==> src/rtl/mvu_pe_acc_pkg.sv <==
// Shared definitions for the MVAU per-PE reduction/accumulation stage:
// default dimensions, counter sizing helper and the derived stage states.
package mvu_pe_acc_pkg;

    localparam int unsigned DEF_SIMD  = 2;
    localparam int unsigned DEF_TDSTI = 4;
    localparam int unsigned DEF_SF    = 4;
    localparam int unsigned DEF_TDSTA = 16;

    // Fold counter width; a single-beat fold still needs one bit.
    function automatic int unsigned cnt_width(input int unsigned n);
        return (n > 1) ? unsigned'($clog2(n)) : 32'd1;
    endfunction

    localparam int unsigned SF_CNT_W = cnt_width(DEF_SF);

    typedef enum logic [1:0] {
        ST_ACCUM,
        ST_LAST,
        ST_HOLD
    } pe_state_e;

endpackage

==> src/rtl/mvu_pe_adder_tree.sv <==
// Combinational reduction of one beat of SIMD lane products, each lane
// zero-extended to the accumulator width before summing.
module mvu_pe_adder_tree #(
    parameter int unsigned SIMD  = 2,
    parameter int unsigned TDSTI = 4,
    parameter int unsigned TDSTA = 16
) (
    input  logic [SIMD*TDSTI-1:0] lanes_i,
    output logic [TDSTA-1:0]      sum_o
);

    always_comb begin
        sum_o = '0;
        for (int i = 0; i < int'(SIMD); i++) begin
            sum_o = sum_o + TDSTA'(lanes_i[i*TDSTI +: TDSTI]);
        end
    end

endmodule

==> src/rtl/mvu_pe_acc.sv <==
// Per-PE lane reduction plus synapse-fold accumulation with a valid/ready
// result port; stall freezes the whole pipeline while a result waits.
module mvu_pe_acc
    import mvu_pe_acc_pkg::*;
#(
    parameter int unsigned SIMD  = DEF_SIMD,
    parameter int unsigned TDSTI = DEF_TDSTI,
    parameter int unsigned SF    = DEF_SF,
    parameter int unsigned TDSTA = DEF_TDSTA
) (
    input  logic                  clk,
    input  logic                  rst,
    input  logic                  in_v_i,
    input  logic                  do_mvau_stream_i,
    input  logic [SIMD*TDSTI-1:0] in_simd_i,
    output logic                  stall_o,
    output logic                  out_v_o,
    input  logic                  out_rdy_i,
    output logic [TDSTA-1:0]      out_o
);

    localparam int unsigned      CNT_W    = cnt_width(SF);
    localparam logic [CNT_W-1:0] CNT_LAST = CNT_W'(SF - 1);

    logic [TDSTA-1:0] tree_sum_c;
    logic [TDSTA-1:0] acc_next_c;
    logic [TDSTA-1:0] sum_q, sum_d;
    logic [TDSTA-1:0] acc_q, acc_d;
    logic [TDSTA-1:0] out_q, out_d;
    logic             sum_v_q, sum_v_d;
    logic             out_v_q, out_v_d;
    logic [CNT_W-1:0] sf_cnt_q, sf_cnt_d;
    logic             stall_c;
    logic             accept_c;
    pe_state_e        state_c;

    mvu_pe_adder_tree #(
        .SIMD  (SIMD),
        .TDSTI (TDSTI),
        .TDSTA (TDSTA)
    ) u_tree (
        .lanes_i (in_simd_i),
        .sum_o   (tree_sum_c)
    );

    assign stall_c    = out_v_q & ~out_rdy_i;
    assign accept_c   = in_v_i & do_mvau_stream_i & ~stall_c;
    assign acc_next_c = (sf_cnt_q == '0) ? sum_q : acc_q + sum_q;

    // Stage state is decoded from the counter and handshake, not stored.
    always_comb begin
        if (stall_c) begin
            state_c = ST_HOLD;
        end else if (sf_cnt_q == CNT_LAST) begin
            state_c = ST_LAST;
        end else begin
            state_c = ST_ACCUM;
        end
    end

    always_comb begin
        sum_d    = sum_q;
        sum_v_d  = sum_v_q;
        acc_d    = acc_q;
        sf_cnt_d = sf_cnt_q;
        out_d    = out_q;
        out_v_d  = out_v_q;
        if (state_c != ST_HOLD) begin
            sum_v_d = accept_c;
            if (accept_c) begin
                sum_d = tree_sum_c;
            end
            if (out_rdy_i) begin
                out_v_d = 1'b0;
            end
            // A result loading this cycle overrides the consume-clear above.
            if (sum_v_q) begin
                acc_d = acc_next_c;
                if (state_c == ST_LAST) begin
                    out_d    = acc_next_c;
                    out_v_d  = 1'b1;
                    sf_cnt_d = '0;
                end else begin
                    sf_cnt_d = sf_cnt_q + CNT_W'(1);
                end
            end
        end
    end

    always_ff @(posedge clk or posedge rst) begin
        if (rst) begin
            sum_q    <= '0;
            sum_v_q  <= 1'b0;
            acc_q    <= '0;
            sf_cnt_q <= '0;
            out_q    <= '0;
            out_v_q  <= 1'b0;
        end else begin
            sum_q    <= sum_d;
            sum_v_q  <= sum_v_d;
            acc_q    <= acc_d;
            sf_cnt_q <= sf_cnt_d;
            out_q    <= out_d;
            out_v_q  <= out_v_d;
        end
    end

    assign stall_o = stall_c;
    assign out_v_o = out_v_q;
    assign out_o   = out_q;

endmodule

==> config.mk <==
export PLATFORM = sky130hd
export DESIGN_NAME = mvu_pe_acc
export DESIGN_NICKNAME = d
export VERILOG_FILES = /design/src/rtl/mvu_pe_acc_pkg.sv /design/src/rtl/mvu_pe_adder_tree.sv /design/src/rtl/mvu_pe_acc.sv
export SDC_FILE = /design/constraint.sdc
export NUM_CORES = 1
export LEC_CHECK = 0
export ABC_AREA = 1
export BUFFER_PORTS_ARGS = -buffer_cell sky130_fd_sc_hd__buf_2
export CAP_MARGIN = 20
export CELL_PAD_IN_SITES_DETAIL_PLACEMENT = 1
export CELL_PAD_IN_SITES_GLOBAL_PLACEMENT = 1
export CORE_UTILIZATION = 45
export CTS_CLUSTER_DIAMETER = 120
export CTS_CLUSTER_SIZE = 10
export DETAILED_ROUTE_END_ITERATION = 6
export GPL_TIMING_DRIVEN = 0
export PLACE_DENSITY_LB_ADDON = 0.1
export SYNTH_ARGS = -nofsm -noshare
export SYNTH_HDL_FRONTEND = slang
export SYNTH_SLANG_ARGS = --single-unit
==> constraint.sdc <==
create_clock -name clk -period 2.4 [get_ports clk]
set_input_delay 0.48 -clock clk [delete_from_list [all_inputs] [get_ports clk]]
set_output_delay 0.48 -clock clk [all_outputs]
set_load 0.005 [all_outputs]
Yosys cells after proc, flatten, opt, wreduce, memory -nomap -nowiden. Cells that the tools add are included.

Bits in registers: 52. Input port bits: 13. Output and inout port bits: 18. Logic and storage cells: 28.

Add/subtract/negate cells: 3. Eq/ne operators: 3. Mux-type cells: 7. Bitwise gates (word level): 5. Reduce and logical (&&, ||, !) cells: 4.

Operators with widths (number): adder 16 bit (1); 2-to-1 mux 16 bit (1); adder 4 x 4 -> 5 bit (1); 2-to-1 mux 1 bit (4); 2-to-1 mux 2 bit (2); AND reduction 2 bit (2); AND 1 bit (3); AND reduction 3 bit (1); adder 2 x 1 -> 2 bit, second input constant (1); equality test 2 x 1 -> 1 bit, second input constant (1); equality test 2 bit, second input constant (1); zero test 2 bit (1); != test 2 bit, second input constant (1); inverter 1 bit (2).

Depth between registers and ports, before layout. Gate-level depths: netlist of run 1.

Word-level depth: 6. Mapped depth: 10. Mapped depth without buffers: 10.

Modules after synthesis. Synthesis of run 1 repeated with hierarchy kept, for this count alone.

Cell total of the unflattened synthesis: 453. Area total of the unflattened synthesis: 3380.7 µm².

Modules (own cells, without submodules): mvu_pe_acc (instances 1, cells each 416, area an instance 3136.8 µm², sequential area each 1301.2 µm²); mvu_pe_adder_tree (instances 1, cells each 37, area an instance 244.0 µm², sequential area each 0.0 µm²).

Worst setup path after synthesis of run 1. No wires, ideal clock.

Path kind: reg-to-reg. Start point: register sum_q[0]. End point: register out_q[8], in the netlist out_o[8]. Setup time: 0.076 ns. Data arrival time: 1.571 ns. Data required time: 2.324 ns. Path slack: 0.752 ns. Stages on the path, launching flop included: 10. Path buffers: 0. Period minus slack after synthesis: 1.648 ns. Cells stage by stage: dfrtp_1 ha_1 fa_1 nand3_1 nand3_1 nand2_1 nand2_1 nand2_1 nand3_1 o21ai_1.

Word-level cells in the longest chain between the ends: 2.

Ends and longest elaborated chain: start, declared (RTL line mvu_pe_acc.sv:27) `logic [TDSTA-1:0] sum_q, sum_d;`; start signal, assigned (RTL line mvu_pe_acc.sv:99) `sum_q <= sum_d;`; adder 16 bit (RTL line mvu_pe_acc.sv:48) `assign acc_next_c = (sf_cnt_q == '0) ? sum_q : acc_q + sum_q;`; 2-to-1 mux 16 bit (RTL line mvu_pe_acc.sv:48); end signal, assigned (RTL line mvu_pe_acc.sv:103) `out_q <= out_d;`; end, declared (RTL line mvu_pe_acc.sv:29) `logic [TDSTA-1:0] out_q, out_d;`.

No other way between the ends. A chain may end at the register's enable or synchronous reset.

Worst setup path in the final report of run 1. Ends and elaborated chain as after synthesis.

==> results of run 1 <==
-- area by class of cell --
class | instances | share of cell area [%]
inverters | 34 | 4.79
flip-flops and latches | 41 | 38.5
multi-input cells | 223 | 43.8
clock buffers | 6 | 2.72
well taps | 67 | 3.14
repair buffers | 30 | 5.63
plain buffers | 5 | 1.03
clock inverters | 2 | 0.375
-- sequential cells by signal, summed over array words and instances, names as in the netlist --
signal    cells
sf_cnt_q      2
out_o        16
sum_q         5
out_v_o       1
acc_q        16
sum_v_q       1
-- power groups by stage --
stage / Sequential, mW / Combinational (mW) / Clock (mW)
floorplan: 0.995 / 0.764 / 0
global placement: 1.01 / 1.05 / 0
detailed placement: 1.02 / 1.09 / 0
CTS: 1.01 / 1.10 / 0.464
global route: 1.04 / 1.27 / 0.483
finish: 1.01 / 1.10 / 0.453
-- cell families after synthesis --
family | after synthesis | synth area share (%)
flip-flops | 41 | 43.7
AND/OR/NAND/NOR | 180 | 35.2
AO/OA/AOI/OAI | 29 | 6.60
buffers and inverters | 39 | 6.60
adder cells (fa/ha/maj) | 13 | 7.56
XOR/XNOR | 1 | 0.373
-- worst paths after layout --
path | startpoint | end | slack, ns | cells after the start
max in group asynchronous | rst | acc_q[14] | 1.51 | 2
hold / removal | rst | out_v_o | 0.35 | 2
setup reg to reg | sum_q[0] | out_o[8] | 0.44 | 9
setup / recovery | sum_q[0] | out_o[8] | 0.44 | 9
hold reg to reg | out_o[14] | out_o[14] | 0.48 | 2
min in group clk | out_o[14] | out_o[14] | 0.48 | 2
-- routing by layer --
metal | GRT usage, % | vias up | wire length, µm
met2 | 41.2 | 31 | 2760
met3 | 3.66 | 8 | 182
met1 | 32.6 | 1010 | 2920
li1 | - | 1069 | -
met5 | 0 | - | 0
met4 | 8.81 | 0 | 86
-- cells in the final DEF (no fill, tap or decap) --
master,synthesis,routed
nand3_1,28,28
nor2_4,3,3
clkbuf_8,0,5
clkbuf_1,0,1
fa_1,2,2
o31ai_1,1,1
nand2_2,4,4
nand4_1,16,16
nand3_2,2,2
or2_0,1,1
nand3b_1,1,1
clkinv_1,1,1
clkinv_2,0,2
nor2_2,1,1
buf_4,1,1
nand2_4,1,1
xnor2_1,1,1
inv_2,7,8
nand2_1,102,102
a21oi_1,6,6
dfrtp_1,41,41
o21ai_1,12,12
a31oi_1,4,4
or2_1,1,1
ha_1,11,11
inv_1,26,25
buf_2,4,34
a22oi_1,1,1
nor2_1,19,19
o21ai_0,5,5
nor3_4,1,1
==> results_dict.tcl, run 1 <==
set metrics [dict create \
    final_util_pct 54.6 \
    setup_viol 0 \
    postRouteAntennaNets 0 \
    syn_area_per_cell_um2 7.75 \
    drt-total-wl_um 5950 \
    die_x_um 74.3 \
    drv_slew 0 \
    avgRoutedWirePerCell_um 14.6 \
    synth-seq-area-share_pct 43.7 \
    vias_per_cell 5.19 \
    finClkSkew_ns 0.00946 \
    combPwrFrac_pct 42.8 \
    worst_slew_pin_slew_ns 0.857 \
    std_cell_rows 25 \
    hpwl_um 4430 \
    antenna_found_initial 0 \
    area.sequential_um2 1030 \
    cp_cell_sequence "ha_1 -> fa_1 -> nand3_1 -> nand3_1 -> nand2_1 -> nand2_1 -> nand2_1 -> nand3_1 -> o21ai_1" \
    syn_area_um2 2350 \
    powerDensity_nw_per_um2 960 \
    cts_root_buf "clkbuf_8" \
    fin_ws_ns 0.440 \
    yosysTopAreaCell "dfrtp_1" \
    critPathTopFamily "adder cells" \
    final_design_area_no_fill_um2 2670 \
    initial_core_util_pct 48.2 \
    syn_nets 329 \
    synth_edf_count 0 \
    cp.arrival_ns 2.19 \
    io_pins 31 \
    dp_slack_ns 0.506 \
    nets 366 \
    synth_top_area_share_pct 43.7 \
    grt_usage_pct 24.6 \
    hold_class "input pin to asynchronous set/reset pin" \
    stdcell_count 408 \
    cts_resized 0 \
    overflow 0 \
    p_seq_share_pct 39.5 \
    grt_pass1_vias 2159 \
    period_minus_slack_ns 1.96 \
    power_mw 2.56 \
    grt_pass1_wl_um 10200 \
    multiInputGateArea_um2 1170 \
    synth.most_common_cell "nand2_1" \
    htree_levels 2 \
    drc 0 \
    cts-buffers-inserted 5 \
    crit_required_ns 2.63 \
    fmax_mhz 510 \
    cp-end-kind "flip-flop" \
    ir_drop_v 0.000622 \
    chipHeight_um 74.3 \
    status "finished clean" \
    post_cts.repair.setup_buffers 0 \
    dp.cells 400 \
    clk_path_buf_depth 2 \
    synthArstFlopShare_pct 100 \
    crit_path_max_fanout 3 \
    power.share.switching_pct 43.0 \
    p_leak_nw 1.42 \
    post-route-period-util_pct 81.7 \
    drv_cap 0 \
    hold_slack_ns 0.352 \
    tritoncts "built" \
    synth_cells 303 \
    rsz0062_at_grt "no" \
    synth.area.top_cells "dfrtp_1 (44%), nand2_1 (16%), nand3_1 (6.0%), ha_1 (5.9%), nand4_1 (4.3%)" \
    critPathMaxStageDelay_ns 0.43 \
    drt-pass1-iter-count 4 \
    core_um2 4880 \
    path_class "flip-flop to flip-flop" \
    p_switching_mw 1.10 \
    hold_violations 0 \
    yosys_warnings 0 \
    synth_ff_type "dfrtp_1" \
    clock_latency_ns 0.31 \
    maxSlewHeadroom_pct 42.8 \
    dieArea_um2 5510 \
    final_layout_size_suffix_gt1_share_pct 18.2 \
    area_growth_pct 13.5 \
    insertedDiodeCount 0 \
    gpl.final_weighted_congestion 0.862 \
    finalSetupTns_ns 0 \
    slowest_stage "fa_1" \
    vias 2118 \
    synth_cell_type_count 28 \
    internal_power_mw 1.46 \
    critical_path_buf_inv_count 0 \
    grt_max_degree 42 \
    path_clk_slew_ns 0.08 \
    ys_top_cells_by_count "nand2_1 (102), dfrtp_1 (41), nand3_1 (28), inv_1 (26), nor2_1 (19)" \
    ys_seq_elements 41 \
    ctsHoldBuffers 0 \
    cts_sinks 41 \
    drtIter0Drc 100 \
    n_fill_cell 638 \
    portBuffers 30 \
    startpoint_type "flip-flop" \
    clkPwrFrac_pct 17.7 \
    dpl_cell_area_um2 2580 \
]
Power figures use the tool's default switching activity.
==> run 2: changes to the inputs <==
- CORE_UTILIZATION: 45 -> 38
- clock period: 2.4 -> 1.8 ns (I/O delays scaled with it)
==> results_dict.tcl, run 2 (synthesis gave the netlist of run 1 again) <==
set metrics [dict create \
    cts_sinks 41 \
    antenna_found_initial 0 \
    r2r_cells 9 \
    drc 0 \
    drt-pass1-iter-count 4 \
    p_seq_share_pct 35.2 \
    dp_slack_ns -0.0738 \
    nets 367 \
    core_um2 5960 \
    io_pins 31 \
    drv_slew 0 \
    final_common_cell "nand2_1" \
    p_switching_mw 1.53 \
    worst_slew_pin_slew_ns 0.894 \
    maxSlewHeadroom_pct 40.4 \
    setup_viol 0 \
    chipHeight_um 80.6 \
    tritoncts "built" \
    final_cell_mix "nand2_1 (99), dfrtp_1 (41), buf_2 (34)" \
    period_minus_slack_ns 1.70 \
    path_clk_slew_ns 0.09 \
    internal_power_mw 2.33 \
    crit_path_max_fanout 3 \
    avgRoutedWirePerCell_um 14.2 \
    area_growth_pct 20.1 \
    post-route-period-util_pct 94.6 \
    drtIter0Drc 84 \
    status "finished clean" \
    startpoint_type "flip-flop" \
    vias 2125 \
    grt_usage_pct 19.9 \
    clkPwrFrac_pct 23.1 \
    clk_path_buf_depth 2 \
    std_cell_rows 28 \
    hold_class "input pin to asynchronous set/reset pin" \
    drv_cap 0 \
    ir_drop_v 0.000759 \
    n_fill_cell 753 \
    htree_levels 2 \
    p_leak_nw 1.45 \
    power_mw 3.86 \
    vias_per_cell 5.10 \
    insertedDiodeCount 0 \
    hpwl_um 4350 \
    fin_ws_ns 0.0981 \
    cp.arrival_ns 1.93 \
    portBuffers 30 \
    ctsHoldBuffers 0 \
    cts_root_buf "clkbuf_8" \
    overflow 0 \
    gpl.final_weighted_congestion 0.793 \
    crit_required_ns 2.03 \
    cp-end-kind "flip-flop" \
    finClkSkew_ns 0.00940 \
    powerDensity_nw_per_um2 1370 \
    cts-buffers-inserted 5 \
    clock_latency_ns 0.29 \
    initial_core_util_pct 39.5 \
    grt_max_degree 42 \
    hold_violations 0 \
    multiInputGateArea_um2 1250 \
    path_class "flip-flop to flip-flop" \
    dieArea_um2 6500 \
    drt-total-wl_um 5920 \
    final_layout_size_suffix_gt1_share_pct 22.5 \
    grt_pass1_vias 2126 \
    power.share.switching_pct 39.7 \
    combPwrFrac_pct 41.7 \
    fmax_mhz 588 \
    die_x_um 80.6 \
    postRouteAntennaNets 0 \
    area.sequential_um2 1030 \
    grt_pass1_wl_um 9810 \
]
## run 2: power by group through the flow
stage / clock, mW / combinational (mW) / sequential [mW]
after detailed placement: 0 / 1.45 / 1.35
final: 0.891 / 1.61 / 1.36
after global routing: 0.943 / 1.84 / 1.39
after CTS: 0.908 / 1.48 / 1.34
after floorplan: 0 / 1.02 / 1.33
after global placement: 0 / 1.42 / 1.35
## run 2: worst paths after layout
kind,endpoint,from,slack [ns]
worst max-delay path,out_o[8],sum_q[0],0.1
worst min-delay path,out_v_o,rst,0.23
worst max register to register,out_o[8],sum_q[0],0.1
worst min register to register,out_o[13],out_o[13],0.48
max in group asynchronous,acc_q[1],rst,0.98
min in group clk,sum_q[0],in_simd_i[4],0.38
## run 2: final cells by class
type	instances	area share [%]
tap	75	3.33
multi-input combinational	223	44.5
clock buffer	5	2.44
clock inverter	3	2.31
sequential	41	36.4
buffer	5	0.976
timing repair buffer	31	5.59
inverter	34	4.52
## run 2: critical path, stage by stage, from the launching register on
cell and delay [ns]:
dfrtp_1 0.43, ha_4 0.19, fa_2 0.39, nand3_2 0.12, nand3_4 0.08, nand2_2 0.07
nand2_1 0.07, nand2_1 0.08, nand3_2 0.07, o21ai_1 0.14
## run 2: routing by layer
layer / track usage (%) / part of all wire (%) / vias up
li1: - / - / 1062
met5: 0 / 0 / -
met3: 3.41 / 2.3 / 4
met1: 26.0 / 50 / 1039
met2: 34.0 / 47 / 20
met4: 4.29 / 0.78 / 0
## run 2: repair_timing
action	CTS	global route
endpoints found under the setup margin	10	17
buffers inserted	0	1
pin swaps	0	6
gates resized for setup	3	15
## run 2: per-stage QoR
step	TNS [ns]	util (%)	std cells	hold WS [ns]	cell area, µm²
global route	-0.0352	47.4	417	0.342	2820
detailed placement	-0.414	43.6	408	0.462	2590
finish	0	47.4	417	0.235	2820
floorplan	0	-	303	0.453	2350
global placement	-5.56	43.6	408	0.458	2590
CTS	0	46.0	416	0.280	2740
